--- src/rtl/dims.sv ---
// Shared types for the matmul+GELU control path: run sequencer states and
// the dimension record used by the host register block.
package dims;

  localparam int unsigned DIM_W     = 16;
  localparam int unsigned RUN_CNT_W = 2 * DIM_W;

  typedef struct packed {
    logic [DIM_W-1:0] m1;
    logic [DIM_W-1:0] m3;
  } dim_t;

  typedef enum logic [2:0] {
    IDLE,
    LOAD,
    RUN,
    NEXT,
    DONE
  } run_state_t;

endpackage

--- src/rtl/stall_watchdog.sv ---
// Saturating stall counter: counts enabled cycles, flags when it reaches all-ones.
module stall_watchdog #(
  parameter int unsigned TIMEOUT_W = 20
) (
  input  logic clk,
  input  logic rst,
  input  logic clear,
  input  logic enable,
  output logic expired
);

  logic [TIMEOUT_W-1:0] count;

  always_ff @(posedge clk) begin
    if (rst || clear) begin
      count <= '0;
    end else if (enable && !expired) begin
      count <= count + TIMEOUT_W'(1);
    end
  end

  assign expired = (count == '1);

endmodule

--- src/rtl/mm_gelu_run_ctrl.sv ---
// Per-run layer sequencer for the fused matmul+GELU datapath: steps layers,
// counts output beats per layer and reports tlast, stall and dimension errors.
module mm_gelu_run_ctrl
  import dims::*;
#(
  parameter  int unsigned LAYERS       = 12,
  parameter  int unsigned MATRIXSIZE_W = 16,
  parameter  int unsigned TIMEOUT_W    = 20,
  localparam int unsigned LAYER_W      = (LAYERS > 1) ? $clog2(LAYERS) : 1,
  localparam int unsigned CNT_W        = 2 * MATRIXSIZE_W
) (
  input  logic                    clk,
  input  logic                    rst,
  input  logic                    start,
  input  logic [LAYER_W-1:0]      first_layer,
  input  logic [LAYER_W-1:0]      last_layer,
  input  logic [MATRIXSIZE_W-1:0] M1,
  input  logic [MATRIXSIZE_W-1:0] M3,
  input  logic                    dn_tready,
  input  logic                    mm_tvalid,
  input  logic                    mm_tlast,
  output logic                    mm_tready,
  output logic [LAYER_W-1:0]      layer,
  output logic                    in_en,
  output logic                    busy,
  output logic                    done,
  output logic                    err_tlast,
  output logic                    err_timeout,
  output logic                    err_dim,
  output logic [CNT_W-1:0]        beat_cnt
);

  run_state_t state;

  logic [LAYER_W-1:0]      first_q;
  logic [LAYER_W-1:0]      last_q;
  logic [MATRIXSIZE_W-1:0] m1_q;
  logic [MATRIXSIZE_W-1:0] m3_q;
  logic [CNT_W-1:0]        expected;
  logic [CNT_W-1:0]        product;

  logic hs;
  logic count_end;
  logic layer_end;
  logic wd_clear;
  logic wd_enable;
  logic wd_expired;

  assign mm_tready = dn_tready & (state == RUN);
  assign hs        = mm_tvalid & mm_tready;

  // Product only feeds the LOAD-cycle register, keeping the multiplier off RUN paths.
  assign product   = CNT_W'(m1_q) * CNT_W'(m3_q);

  assign count_end = (beat_cnt == expected - CNT_W'(1));
  assign layer_end = hs & (count_end | mm_tlast);

  assign wd_clear  = (state != RUN) | hs;
  assign wd_enable = (state == RUN) & ~hs;

  stall_watchdog #(
    .TIMEOUT_W(TIMEOUT_W)
  ) u_watchdog (
    .clk    (clk),
    .rst    (rst),
    .clear  (wd_clear),
    .enable (wd_enable),
    .expired(wd_expired)
  );

  always_ff @(posedge clk) begin
    if (rst) begin
      state       <= IDLE;
      first_q     <= '0;
      last_q      <= '0;
      m1_q        <= '0;
      m3_q        <= '0;
      expected    <= '0;
      layer       <= '0;
      beat_cnt    <= '0;
      in_en       <= 1'b0;
      busy        <= 1'b0;
      done        <= 1'b0;
      err_tlast   <= 1'b0;
      err_timeout <= 1'b0;
      err_dim     <= 1'b0;
    end else begin
      done <= 1'b0;
      case (state)
        IDLE: begin
          if (start) begin
            first_q     <= first_layer;
            last_q      <= last_layer;
            m1_q        <= M1;
            m3_q        <= M3;
            beat_cnt    <= '0;
            err_tlast   <= 1'b0;
            err_timeout <= 1'b0;
            err_dim     <= 1'b0;
            busy        <= 1'b1;
            state       <= LOAD;
          end
        end

        LOAD: begin
          expected <= product;
          layer    <= first_q;
          if (product == '0 || first_q > last_q) begin
            err_dim <= 1'b1;
            done    <= 1'b1;
            state   <= DONE;
          end else begin
            in_en <= 1'b1;
            state <= RUN;
          end
        end

        RUN: begin
          if (hs) begin
            beat_cnt <= beat_cnt + CNT_W'(1);
            if (layer_end) begin
              if (count_end != mm_tlast) begin
                err_tlast <= 1'b1;
              end
              in_en <= 1'b0;
              state <= NEXT;
            end
          end else if (wd_expired) begin
            err_timeout <= 1'b1;
            in_en       <= 1'b0;
            done        <= 1'b1;
            state       <= DONE;
          end
        end

        NEXT: begin
          beat_cnt <= '0;
          if (layer == last_q) begin
            done  <= 1'b1;
            state <= DONE;
          end else begin
            layer <= layer + LAYER_W'(1);
            in_en <= 1'b1;
            state <= RUN;
          end
        end

        DONE: begin
          busy  <= 1'b0;
          state <= IDLE;
        end

        default: state <= IDLE;
      endcase
    end
  end

endmodule

--- config.mk ---
export PLATFORM = sky130hd
export DESIGN_NAME = mm_gelu_run_ctrl
export DESIGN_NICKNAME = d
export VERILOG_FILES = /design/src/rtl/dims.sv /design/src/rtl/stall_watchdog.sv /design/src/rtl/mm_gelu_run_ctrl.sv
export SDC_FILE = /design/constraint.sdc
export NUM_CORES = 1
export LEC_CHECK = 0
export CAP_MARGIN = 20
export CORE_ASPECT_RATIO = 1.25
export CORE_UTILIZATION = 26
export CTS_CLUSTER_DIAMETER = 200
export CTS_CLUSTER_SIZE = 10
export DETAILED_ROUTE_END_ITERATION = 6
export PLACE_DENSITY = 0.53
export SLEW_MARGIN = 10
export SYNTH_ARGS = -nofsm -noshare
export SYNTH_HDL_FRONTEND = slang
export SYNTH_SLANG_ARGS = --single-unit
--- constraint.sdc ---
create_clock -name clk -period 8.45 [get_ports clk]
set_input_delay 1.69 -clock clk [delete_from_list [all_inputs] [get_ports clk]]
set_output_delay 1.69 -clock clk [all_outputs]
set_load 0.02 [all_outputs]
Word level (Yosys, flattened, before mapping)
Cells that the tools add are included.
{"block": "totals", "regBits": 137, "in_bits": 46}
{"block": "classes", "n_addsub": 4, "mul": 1, "order_cmp": 1, "eq_ne": 20, "muxes": 35, "bitwise": 7, "reduce_logical": 21}
{"cell": "case mux 32 bit (3 select lines)", "count": 1}
{"cell": "two-way mux 32 bit", "count": 2}
{"cell": "adder 32 x 1 -> 32 bit, second input constant", "count": 1}
{"cell": "equality test 32 bit", "count": 1}
{"cell": "logical NOT 32 bit", "count": 1}
{"cell": "multiplier 16 x 16 -> 32 bit", "count": 1}
{"cell": "subtractor 32 x 1 -> 32 bit, second input constant", "count": 1}
{"cell": "adder 20 x 1 -> 20 bit, second input constant", "count": 1}
{"cell": "equality test 20 bit, second input constant", "count": 1}
{"cell": "two-way mux 3 bit", "count": 6}
{"cell": "two-way mux 1 bit", "count": 17}
{"cell": "inequality test 2 bit, second input constant", "count": 7}
{"cell": "case mux 3 bit (4 select lines)", "count": 1}
{"cell": "AND reduction 5 bit", "count": 2}
{"cell": "AND reduction 3 bit", "count": 3}
{"cell": "case mux 1 bit (2 select lines)", "count": 4}
{"cell": "case mux 4 bit (2 select lines)", "count": 1}
{"cell": "nonzero test 2 bit", "count": 4}
{"cell": "equality test 3 x 2 -> 1 bit, second input constant", "count": 2}
{"cell": "inequality test 3 x 2 -> 1 bit, second input constant", "count": 2}
{"cell": "case mux 1 bit (3 select lines)", "count": 2}
{"cell": "AND reduction 2 bit", "count": 3}
{"cell": "nonzero test 3 bit", "count": 2}
{"cell": "adder 4 x 1 -> 4 bit, second input constant", "count": 1}
{"cell": "16 further kinds", "count": 22}

Logic depth before layout (Yosys ltp)
Gate-level depths: netlist of run 1.
{"block": "logic_depth", "ltp_word": 7, "mapped_depth": 26, "depth_no_buf": 24}

Hierarchy
From an unflattened synthesis of run 1, not the netlist that was laid out.
{"block": "hier_totals", "cells_unflattened": 1971, "hier_area_um2": 16007.9}
{"mod": "mm_gelu_run_ctrl", "instances": 1, "cells_each": 1855, "area_each_um2": 15001.9, "seq_area_each_um2": 2342.2}
{"mod": "stall_watchdog", "instances": 1, "cells_each": 116, "area_each_um2": 1006.0, "seq_area_each_um2": 400.4}

Worst setup path before layout of run 1
No wires, ideal clock.
{"block": "synth_path", "path_type": "register to register", "from": "register m3_q[7]", "to": "register state[1]", "arrival_time_ns": 6.485, "required_time_ns": 8.325, "slack_ns": 1.840, "path_stages_with_launch": 25, "path_cell_list": "dfxtp_1 clkbuf_1 clkbuf_1 nand2_1 fa_1 fa_1 inv_1 fa_1 fa_1 fa_1 inv_1 fa_1 inv_1 ha_1 clkbuf_1 a211oi_1 o21bai_1 o21ai_0 o311ai_2 xor2_1 a2111o_1 nor4_2 a31oi_1 a2111oi_2 nor2_1"}
{"block": "synth_between", "elab_chain_cells": 5}
{"item": "from (decl)", "line_no": "mm_gelu_run_ctrl.sv:38", "source": "logic [MATRIXSIZE_W-1:0] m3_q;"}
{"item": "from (signal assigned)", "line_no": "mm_gelu_run_ctrl.sv:77", "source": "m3_q <= '0;"}
{"item": "from (signal assigned)", "line_no": "mm_gelu_run_ctrl.sv:95", "source": "m3_q <= M3;"}
{"item": "multiplier 16 x 16 -> 32 bit", "line_no": "mm_gelu_run_ctrl.sv:53", "source": "assign product = CNT_W'(m1_q) * CNT_W'(m3_q);"}
{"item": "logical NOT 32 bit", "line_no": "mm_gelu_run_ctrl.sv:108", "source": "if (product == '0 || first_q > last_q) begin"}
{"item": "logical OR 1 bit", "line_no": "mm_gelu_run_ctrl.sv:108"}
{"item": "two-way mux 3 bit", "line_no": "mm_gelu_run_ctrl.sv:108"}
{"item": "case mux 3 bit (4 select lines)", "line_no": "mm_gelu_run_ctrl.sv:89", "source": "case (state)"}
{"item": "to (signal assigned)", "line_no": "mm_gelu_run_ctrl.sv:101", "source": "state <= LOAD;"}
{"item": "to (signal assigned)", "line_no": "mm_gelu_run_ctrl.sv:111", "source": "state <= DONE;"}
{"item": "to (signal assigned)", "line_no": "mm_gelu_run_ctrl.sv:114", "source": "state <= RUN;"}
{"item": "to (decl)", "line_no": "mm_gelu_run_ctrl.sv:33", "source": "run_state_t state;"}
Every way passes these cells.
A chain may end at the register's enable or synchronous reset.

Worst setup path in the final report of run 1
{"block": "layout_path", "from": "register m1_q[6]", "to": "register state[1]"}
{"block": "layout_between", "elab_chain_cells": 5}
{"item": "from (decl)", "line_no": "mm_gelu_run_ctrl.sv:37", "source": "logic [MATRIXSIZE_W-1:0] m1_q;"}
{"item": "from (signal assigned)", "line_no": "mm_gelu_run_ctrl.sv:76", "source": "m1_q <= '0;"}
{"item": "from (signal assigned)", "line_no": "mm_gelu_run_ctrl.sv:94", "source": "m1_q <= M1;"}
{"item": "multiplier 16 x 16 -> 32 bit", "line_no": "mm_gelu_run_ctrl.sv:53"}
{"item": "logical NOT 32 bit", "line_no": "mm_gelu_run_ctrl.sv:108"}
{"item": "logical OR 1 bit", "line_no": "mm_gelu_run_ctrl.sv:108"}
{"item": "two-way mux 3 bit", "line_no": "mm_gelu_run_ctrl.sv:108"}
{"item": "case mux 3 bit (4 select lines)", "line_no": "mm_gelu_run_ctrl.sv:89"}
Every way passes these cells.

==> qor.yml, run 1 <==
vias: 12500
yosys_warnings: 0
yosysUniqueCellTypes: 67
synthesis.area_sq_um: 15300
worstSetupStartpointType: "flop"
grt_usage: 0.148
layout_common_cells: "nand2_1 (309), inv_1 (237), fa_1 (194)"
p_sw_mw: 0.754
io_buffers: 88
gp_congestion: 0.839
core.rowCount: 99
final_common_cell: "nand2_1"
setup_viol: 0
status: "complete, no violations"
critPathKind: "reg -> reg"
cpMaxStageDelayCell: "dfxtp_1"
numCtsBuffers: 17
synthFlopType: "dfxtp_1"
clk_pin_slew_ps: 80
routedWlPerCell_microns: 16.0
grt_max_degree: 50
hpwl_mm: 34.1
tightest_slew_ps: 849
first_pass_iters: 5
hold_viol: 0
min_period_over_period: 0.888
synth.yosys.seq_area_share: 0.179
cts_setup_buffers: 0
holdWs_ps: 485
grt.busiest_layer: "met2"
tns_ps: 0
routed_wl_mm: 42.7
grtUsageMet3: 0.0219
cts_tree: "built"
drv_cap: 0
crit_fanout: 17
cts_root_buf: "clkbuf_16"
drv_slew: 0
drc_errors: 0
n_antenna_cell: 0
synth.net_count: 2213
io_pins: 89
clkPwrFrac: 0.392
clock_latency_ps: 460
grt_overflow: 0
ys_ff_latch: 137
slew_headroom: 0.433
cts_max_path_buffers: 2
clock.fmax_ghz: 0.133
grt_pass1_vias: 13000
cts_hold_buf: 0
gr-usage-met2: 0.260
first_iter_violations: 769
cpPeakStageDelay_ps: 830
syn_inst: 1860
p_int_mw: 1.45
fin_crit_ps: 7510
area_delta_synth_final_pct: 14.9
cts_resized: 0
crit_top_cell: "fa_1"
start_util: 0.263
synth-edff-count: 0
crit_chain: "and2_1 > fa_1 > inv_1 > fa_1 > fa_1 > inv_1 > fa_1 > fa_1 > inv_1 > fa_1 > inv_1 > ha_1 > a21oi_1 > o22ai_1 > a211oi_4 > nor2_1 > o311ai_0 > nand4_1 > nor4_2 > a31oi_1 > a2111oi_2 > nor2_1"
core_area_sq_um: 58200
grt_pass1_wl_mm: 69.5
vdd.ir_drop.worst_mv: 0.180
critPathArrivalTime_ps: 7840
totalPowerFinal_mw: 2.20
comb_power_share: 0.268
ant_nets: 0
cts_max_level: 4
dieArea_sq_um: 59800
power_density_nw_per_um2: 125
vias_per_cell: 4.69
rsz0062_at_grt: "false"
final_nets: 2247
use_met1: 0.185
clkSinkCount: 137
hold_path.class: "reg -> reg"
critPathCaptureType: "flop"
swShare: 0.343
p_leak_nw: 7.66
n_fill_cell: 6242
die_x_microns: 219
seq_power_share: 0.340
die_h_microns: 273
cp.required_ps: 8780
skew_ps: 16.4
drive_gt1_frac: 0.0357
antenna_found_initial: 0
async_flop_share: 0
syn_avg_cell_area_sq_um: 8.22
critical path, delay by kind of cell (launching register included):
kind                       cells  cell delay (ps)
adders and majority gates      7             3160
AOI/OAI and AO/OA              6             2070
and+or+nand+nor                5             1070
DFF                            1              830
buffers and inverters          4              230
worst paths after layout:
path,from,slack (ps),to,cells after the start
setup / recovery,m1_q[6],940,state[1],22
hold / removal,last_q[2],490,last_q[2],2
setup reg to reg,m1_q[6],940,state[1],22
hold reg to reg,last_q[2],490,last_q[2],2
layer usage:
layer,wire (microns),vias to the layer above
met1,19100,6120
li1,-,6062
met2,21200,255
met3,1490,48
met4,888,0
met5,0,-
cell type report:
cell class,instances,area [sq um],share of cell area
clock buffers,18,429,0.0244
clock inverters,14,233,0.0132
inverters,237,890,0.0506
multi-input cells,1400,11400,0.646
flip-flops and latches,137,2740,0.156
well taps,757,947,0.0539
repair buffers,101,973,0.0554
cell usage after synthesis (7+ instances only):
cell | n | share of area
nor3b_1 | 7 | 0.0034
nor3_1 | 33 | 0.011
clkbuf_1 | 84 | 0.021
nand2_1 | 309 | 0.076
a21oi_1 | 123 | 0.040
a21o_1 | 13 | 0.0064
mux2i_1 | 9 | 0.0059
and2_1 | 123 | 0.050
nand3_1 | 39 | 0.013
or3_1 | 17 | 0.0070
a211oi_1 | 9 | 0.0044
and3_1 | 15 | 0.0061
nor2b_1 | 7 | 0.0029
o21ai_0 | 40 | 0.013
xor2_1 | 46 | 0.026
xnor2_1 | 56 | 0.032
nand4_1 | 20 | 0.0082
dfxtp_1 | 137 | 0.18
inv_1 | 237 | 0.058
nor2_1 | 115 | 0.028
fa_1 | 194 | 0.25
ha_1 | 113 | 0.092
nor4_1 | 11 | 0.0045
logic make-up (layout without fill, tap and decap cells):
logic type                 Yosys count  count (layout)  synth area share
DFF                                137             137             0.179
AOI/OAI and AO/OA                  248             248             0.100
xor gates and xnor gates           102             102            0.0584
and+or+nand+nor                    734             734             0.231
buffers and inverters              323             370            0.0793
adders and majority gates          307             307             0.346
muxes                                9               9           0.00589
power by group through the flow:
| stage | clock network (mW) | registers, mW | logic (mW) |
|---|---|---|---|
| after floorplan | 0 | 0.710 | 0.451 |
| after global placement | 0 | 0.760 | 0.586 |
| after detailed placement | 0 | 0.763 | 0.594 |
| after CTS | 0.884 | 0.748 | 0.598 |
| after global routing | 0.910 | 0.755 | 0.672 |
| final | 0.861 | 0.748 | 0.589 |
state kept, by name, summed over array words and instances, names as in the netlist, 3 cells and up:
signal            count
layer                 4
first_q               4
m3_q                 16
m1_q                 16
last_q                4
beat_cnt             32
state                 3
expected             32
u_watchdog.count     20
metrics by stage:
stage	std cells	utilization	setup slack (ps)	area, sq um
2_1_floorplan	1860	-	1840	15300
3_3_place_gp	2632	0.290	1050	16900
3_5_place_dp	2632	0.290	886	16900
4_1_cts	2664	0.302	888	17600
5_1_grt	2664	0.302	518	17600
6_report	2664	0.302	943	17600
No activity file was read; power rests on OpenSTA's default activity.
==> run 2: changes to the inputs <==
CELL_PAD_IN_SITES_DETAIL_PLACEMENT = 1   (was unset)
CELL_PAD_IN_SITES_GLOBAL_PLACEMENT = 2   (was unset)
PLACE_DENSITY = 0.72   (was 0.53)
==> run 2 against run 1 <==
  * Count of clock-buffer cells in the layout rose by 1
  * Register-to-register slack gained 50 ps
  * Utilization hardly changed
  * Largest cell class unchanged
  * Largest power group unchanged
==> qor.yml, run 2 (same netlist as run 1, synthesis figures left out) <==
cts_resized: 0  # unchanged
worstSetupStartpointType: "flop"
crit_fanout: 17  # unchanged
grt_max_degree: 46  # -8.0%
skew_ps: 17.3  # +0.866 ps
critPathKind: "reg -> reg"
critPathArrivalTime_ps: 7800  # -40 ps
p_leak_nw: 7.65  # -0.14%
final_nets: 2250  # +0.13%
tns_ps: 0  # unchanged
clkSinkCount: 137  # unchanged
cts_setup_buffers: 0  # unchanged
min_period_over_period: 0.882  # -0.00617
drc_errors: 0  # unchanged
start_util: 0.263  # unchanged
rsz0062_at_grt: "false"
hold_path.class: "reg -> reg"
critPathCaptureType: "flop"
status: "complete, no violations"
first_pass_iters: 4  # -1
cp.required_ps: 8800  # +20 ps
clk_pin_slew_ps: 70  # about the same
routedWlPerCell_microns: 17.0  # +5.8%
cts_tree: "built"
drv_cap: 0  # unchanged
holdWs_ps: 489  # +3.63 ps
fin_crit_ps: 7450  # -52.1 ps
clock_latency_ps: 460  # about the same
final_common_cell: "nand2_1"
dieArea_sq_um: 59800  # unchanged
core_area_sq_um: 58200  # unchanged
vias: 12600  # +1.0%
final_util: 0.301  # -0.000344
vdd.ir_drop.worst_mv: 0.141  # -22%
setup_viol: 0  # unchanged
routed_wl_mm: 45.2  # +5.9%
cts_max_path_buffers: 2  # unchanged
grt_usage: 0.158  # +0.0106
io_pins: 89  # unchanged
power_density_nw_per_um2: 123  # -1.5%
cts_hold_buf: 0  # unchanged
gp_congestion: 0.829  # -1.2%
io_buffers: 88  # unchanged
stdcell_count: 2666  # +0.075%
dp.cells: 2635  # +0.11%
die_h_microns: 273  # unchanged
grt_pass1_wl_mm: 74.7  # +7.4%
cts_root_buf: "clkbuf_16"
clock.fmax_ghz: 0.134  # +0.70%
finalWorstSetupSlack_ps: 995  # +52.1 ps
tightest_slew_ps: 1090  # +245 ps
antenna_found_initial: 0  # unchanged
n_antenna_cell: 0  # unchanged
area_delta_synth_final_pct: 14.7
drive_gt1_frac: 0.0377  # +0.00206
hold_viol: 0  # unchanged
drv_slew: 0  # unchanged
reg_top3: "beat_cnt: 32 flops, expected: 32 flops, u_watchdog.count: 20 flops"
die_x_microns: 219  # unchanged
first_iter_violations: 424  # -45%
core.rowCount: 99  # unchanged
numCtsBuffers: 17  # unchanged
vias_per_cell: 4.73  # +0.93%
layout_common_cells: "nand2_1 (309), inv_1 (237), fa_1 (194)"
hpwl_mm: 37.0  # +8.6%
pre_cts_ws_ps: 919  # +32.8 ps
grt_pass1_vias: 14000  # +7.3%
ant_nets: 0  # unchanged
cts_max_level: 4  # unchanged
grt_overflow: 0  # unchanged
slew_headroom: 0.271  # -0.163
n_fill_cell: 6899  # +11%
run 2: layer usage:
metal	up-vias	track usage	share of wire
li1	6047	-	-
met1	6373	0.182	0.43
met2	139	0.299	0.53
met3	52	0.0217	0.022
met4	0	0.0486	0.023
met5	-	0	0
run 2: final timing paths:
path	slack (ps)	to	startpoint	depth (start not counted)
max	1000	state[1]	m1_q[7]	23
min	490	u_watchdog.count[6]	u_watchdog.count[6]	2
max reg2reg	1000	state[1]	m1_q[7]	23
min reg2reg	490	u_watchdog.count[6]	u_watchdog.count[6]	2
run 2: worst max-delay path, cell delays in order (launching register included):
cell and delay (ps):
dfxtp_1 790, nand2_1 180, fa_1 560, inv_1 50, fa_1 510, inv_1 60, fa_1 530, inv_1 50
fa_1 470, fa_1 490, inv_1 50, fa_1 520, inv_1 40, ha_1 390, nand4_1 140, o22ai_1 120
a211oi_4 360, nor2_1 140, o311ai_0 600, nand4_1 260, nor4_2 330, a31oi_1 220, a2111oi_2 390, nor2_1 80
run 2: metrics by stage:
stage          instance area [sq um]  power, mW
2_1_floorplan                  15300       1.16
3_3_place_gp                   16900       1.36
3_5_place_dp                   16900       1.38
4_1_cts                        17600       2.20
5_1_grt                        17600       2.30
6_report                       17600       2.16
run 2: area by class of cell:
class / count / area (sq um) / share of cell area
inverters: 237 / 890 / 0.0507
well taps: 757 / 947 / 0.0540
clock inverters: 12 / 164 / 0.00934
multi-input cells: 1400 / 11400 / 0.647
clock buffers: 19 / 453 / 0.0258
repair buffers: 104 / 996 / 0.0567
flip-flops and latches: 137 / 2740 / 0.156
run 2: report_power, final:
part           switching (mW)  internal (mW)  leakage [nW]  total, mW
clock network           0.327          0.482         0.294      0.809
logic                   0.361          0.245          6.25      0.605
registers              0.0787          0.671          1.11      0.749
total                   0.766           1.40          7.65       2.16
==> run 3: changes to the inputs <==
CORE_UTILIZATION = 35   (was 26)
PLACE_DENSITY = 0.89   (was 0.72)
SKIP_LAST_GASP = 1   (was unset)
==> run 3 against run 2 <==
  * Via count rose by 0.70%
  * Combinational power barely moved
  * Utilization rose by 10 points
  * Routed wire length fell by 2.3%
  * Power fell by 0.43%
  * Critical path depth fell by 1
  * Critical path type unchanged
  * Critical endpoint unchanged
  * Largest power group unchanged
==> qor.yml, run 3 (same netlist as run 1, synthesis figures left out) <==
clkSinkCount: 137  # unchanged
crit_top_cell: "fa_1"
r2r_setup_slack_ps: 970  # -20 ps
cpMaxStageDelayCell: "dfxtp_1"
io_buffers: 88  # unchanged
vias: 12700  # +0.70%
p_sw_mw: 0.746  # -2.6%
first_iter_violations: 529  # +25%
power_density_nw_per_um2: 125  # +1.0%
critPathCaptureType: "flop"
area_delta_synth_final_pct: 13.1
final_nets: 2250  # unchanged
grt_usage: 0.206  # +0.0477
routed_wl_mm: 44.2  # -2.3%
cpPeakStageDelay_ps: 820  # +30 ps
setup_viol: 0  # unchanged
numCtsBuffers: 17  # unchanged
die_h_microns: 236  # -14%
vdd.ir_drop.worst_mv: 0.157  # +11%
tns_ps: 0  # unchanged
routedWlPerCell_microns: 17.9  # +5.2%
final_common_cell: "nand2_1"
dieArea_sq_um: 44600  # -26%
drc_errors: 0  # unchanged
swShare: 0.346  # -0.00776
drv_slew: 0  # unchanged
final-seq-area_sq_um: 2740  # unchanged
worst-path-buf-inv: 4  # -1
clock.fmax_ghz: 0.134  # -0.31%
finalWorstSetupSlack_ps: 972  # -23.2 ps
reg_top3: "beat_cnt: 32 flops, expected: 32 flops, u_watchdog.count: 20 flops"
skew_ps: 17.8  # +0.559 ps
grt_pass1_vias: 14000  # -0.11%
drive_gt1_frac: 0.0356  # -0.00210
clkPwrFrac: 0.373  # about the same
clock_latency_ps: 460  # about the same
min_period_over_period: 0.885  # +0.00274
status: "complete, no violations"
core_area_sq_um: 43100  # -26%
comb_power_share: 0.281  # about the same
cts_root_buf: "clkbuf_16"
worstSetupStartpointType: "flop"
hpwl_mm: 35.3  # -4.6%
grt_overflow: 0  # unchanged
p_leak_nw: 7.66  # about the same
ant_nets: 0  # unchanged
cts_max_path_buffers: 2  # unchanged
critPathKind: "reg -> reg"
core.rowCount: 85  # -14%
grt_max_degree: 87  # +89%
start_util: 0.355  # +0.0924
n_antenna_cell: 0  # unchanged
clk_pin_slew_ps: 70  # about the same
die_x_microns: 189  # -14%
fin_crit_ps: 7480  # +23.2 ps
cts_resized: 0  # unchanged
cts_tree: "built"
hold_viol: 0  # unchanged
cts_max_level: 4  # unchanged
crit_fanout: 17  # unchanged
cp.required_ps: 8790  # about the same
cts_setup_buffers: 0  # unchanged
grt_pass1_wl_mm: 72.9  # -2.4%
rsz0062_at_grt: "false"
hold_path.class: "reg -> reg"
pre_cts_ws_ps: 991  # +71.4 ps
crit_chain: "and2_1 > fa_1 > inv_1 > fa_1 > fa_1 > inv_1 > fa_1 > fa_1 > inv_1 > fa_1 > inv_1 > ha_1 > a21oi_1 > o22ai_1 > a211oi_4 > nor2_1 > o311ai_0 > nand4_1 > nor4_2 > a31oi_1 > a2111oi_2 > nor2_1"
drv_cap: 0  # unchanged
multiInputGateArea_sq_um: 11400  # about the same
seq_power_share: 0.346  # about the same
cts_hold_buf: 0  # unchanged
n_fill_cell: 5171  # -25%
antenna_found_initial: 0  # unchanged
vias_per_cell: 5.13  # +8.5%
gp_congestion: 0.873  # +5.3%
critPathArrivalTime_ps: 7820  # +20 ps
p_int_mw: 1.41  # +0.76%
io_pins: 89  # unchanged
slew_headroom: 0.366  # +0.0948
tightest_slew_ps: 952  # -142 ps
layout_common_cells: "nand2_1 (309), inv_1 (237), fa_1 (194)"
first_pass_iters: 5  # +1
cp_top_family: "adder cells"
-- run 3: changes by cell type in the layout (fill, tap and decap cells not counted) --
cell,before,now
clkbuf_1,0,3
clkinvlp_4,3,0
clkbuf_8,2,0
clkinv_2,1,3
bufinv_16,3,4
clkinv_4,1,2
inv_6,3,2
inv_8,1,0
nand2b_1,4,5
nand2b_2,1,0
-- run 3: per-stage QoR --
| stage | util | instances | hold slack [ps] | power [mW] | area, sq um |
|---|---|---|---|---|---|
| 5_1_grt | 0.402 | 2474 | 518 | 2.28 | 17300 |
| 3_3_place_gp | 0.388 | 2443 | 462 | 1.34 | 16700 |
| 3_5_place_dp | 0.388 | 2443 | 482 | 1.37 | 16700 |
| 4_1_cts | 0.402 | 2474 | 490 | 2.18 | 17300 |
| 2_1_floorplan | - | 1860 | 450 | 1.16 | 15300 |
| 6_report | 0.402 | 2474 | 482 | 2.15 | 17300 |
-- run 3: layout make-up --
cell class | instances | share of cell area
well taps | 565 | 0.0409
clock buffers | 20 | 0.0252
clock inverters | 11 | 0.00984
repair buffers | 104 | 0.0576
multi-input cells | 1400 | 0.657
inverters | 237 | 0.0514
flip-flops and latches | 137 | 0.159
-- run 3: layer usage --
metal	global-route usage	vias up	wire length, microns
li1	-	6052	-
met1	0.240	6370	18400
met2	0.380	206	23100
met3	0.0252	71	1320
met4	0.0797	0	1280
met5	0	-	0
-- run 3: final timing paths --
check | from | to | cells after the start
max | m1_q[6] | state[1] | 22
min | u_watchdog.count[13] | u_watchdog.count[13] | 2
min reg2reg | u_watchdog.count[13] | u_watchdog.count[13] | 2
max reg2reg | m1_q[6] | state[1] | 22
-- run 3: worst register-to-register path, delay by kind of cell, from the launching register on --
| family | cells | cell delay, ps |
|---|---|---|
| buffers and inverters | 4 | 240 |
| DFF | 1 | 820 |
| and+or+nand+nor | 5 | 1020 |
| adders and majority gates | 7 | 3200 |
| AOI/OAI and AO/OA | 6 | 2050 |
-- run 3: power by group through the flow --
stage               registers, mW  logic [mW]  clock network, mW
floorplan                   0.710       0.451                  0
global placement            0.756       0.585                  0
detailed placement          0.758       0.609                  0
CTS                         0.744       0.614              0.823
global route                0.750       0.681              0.849
finish                      0.745       0.606              0.803
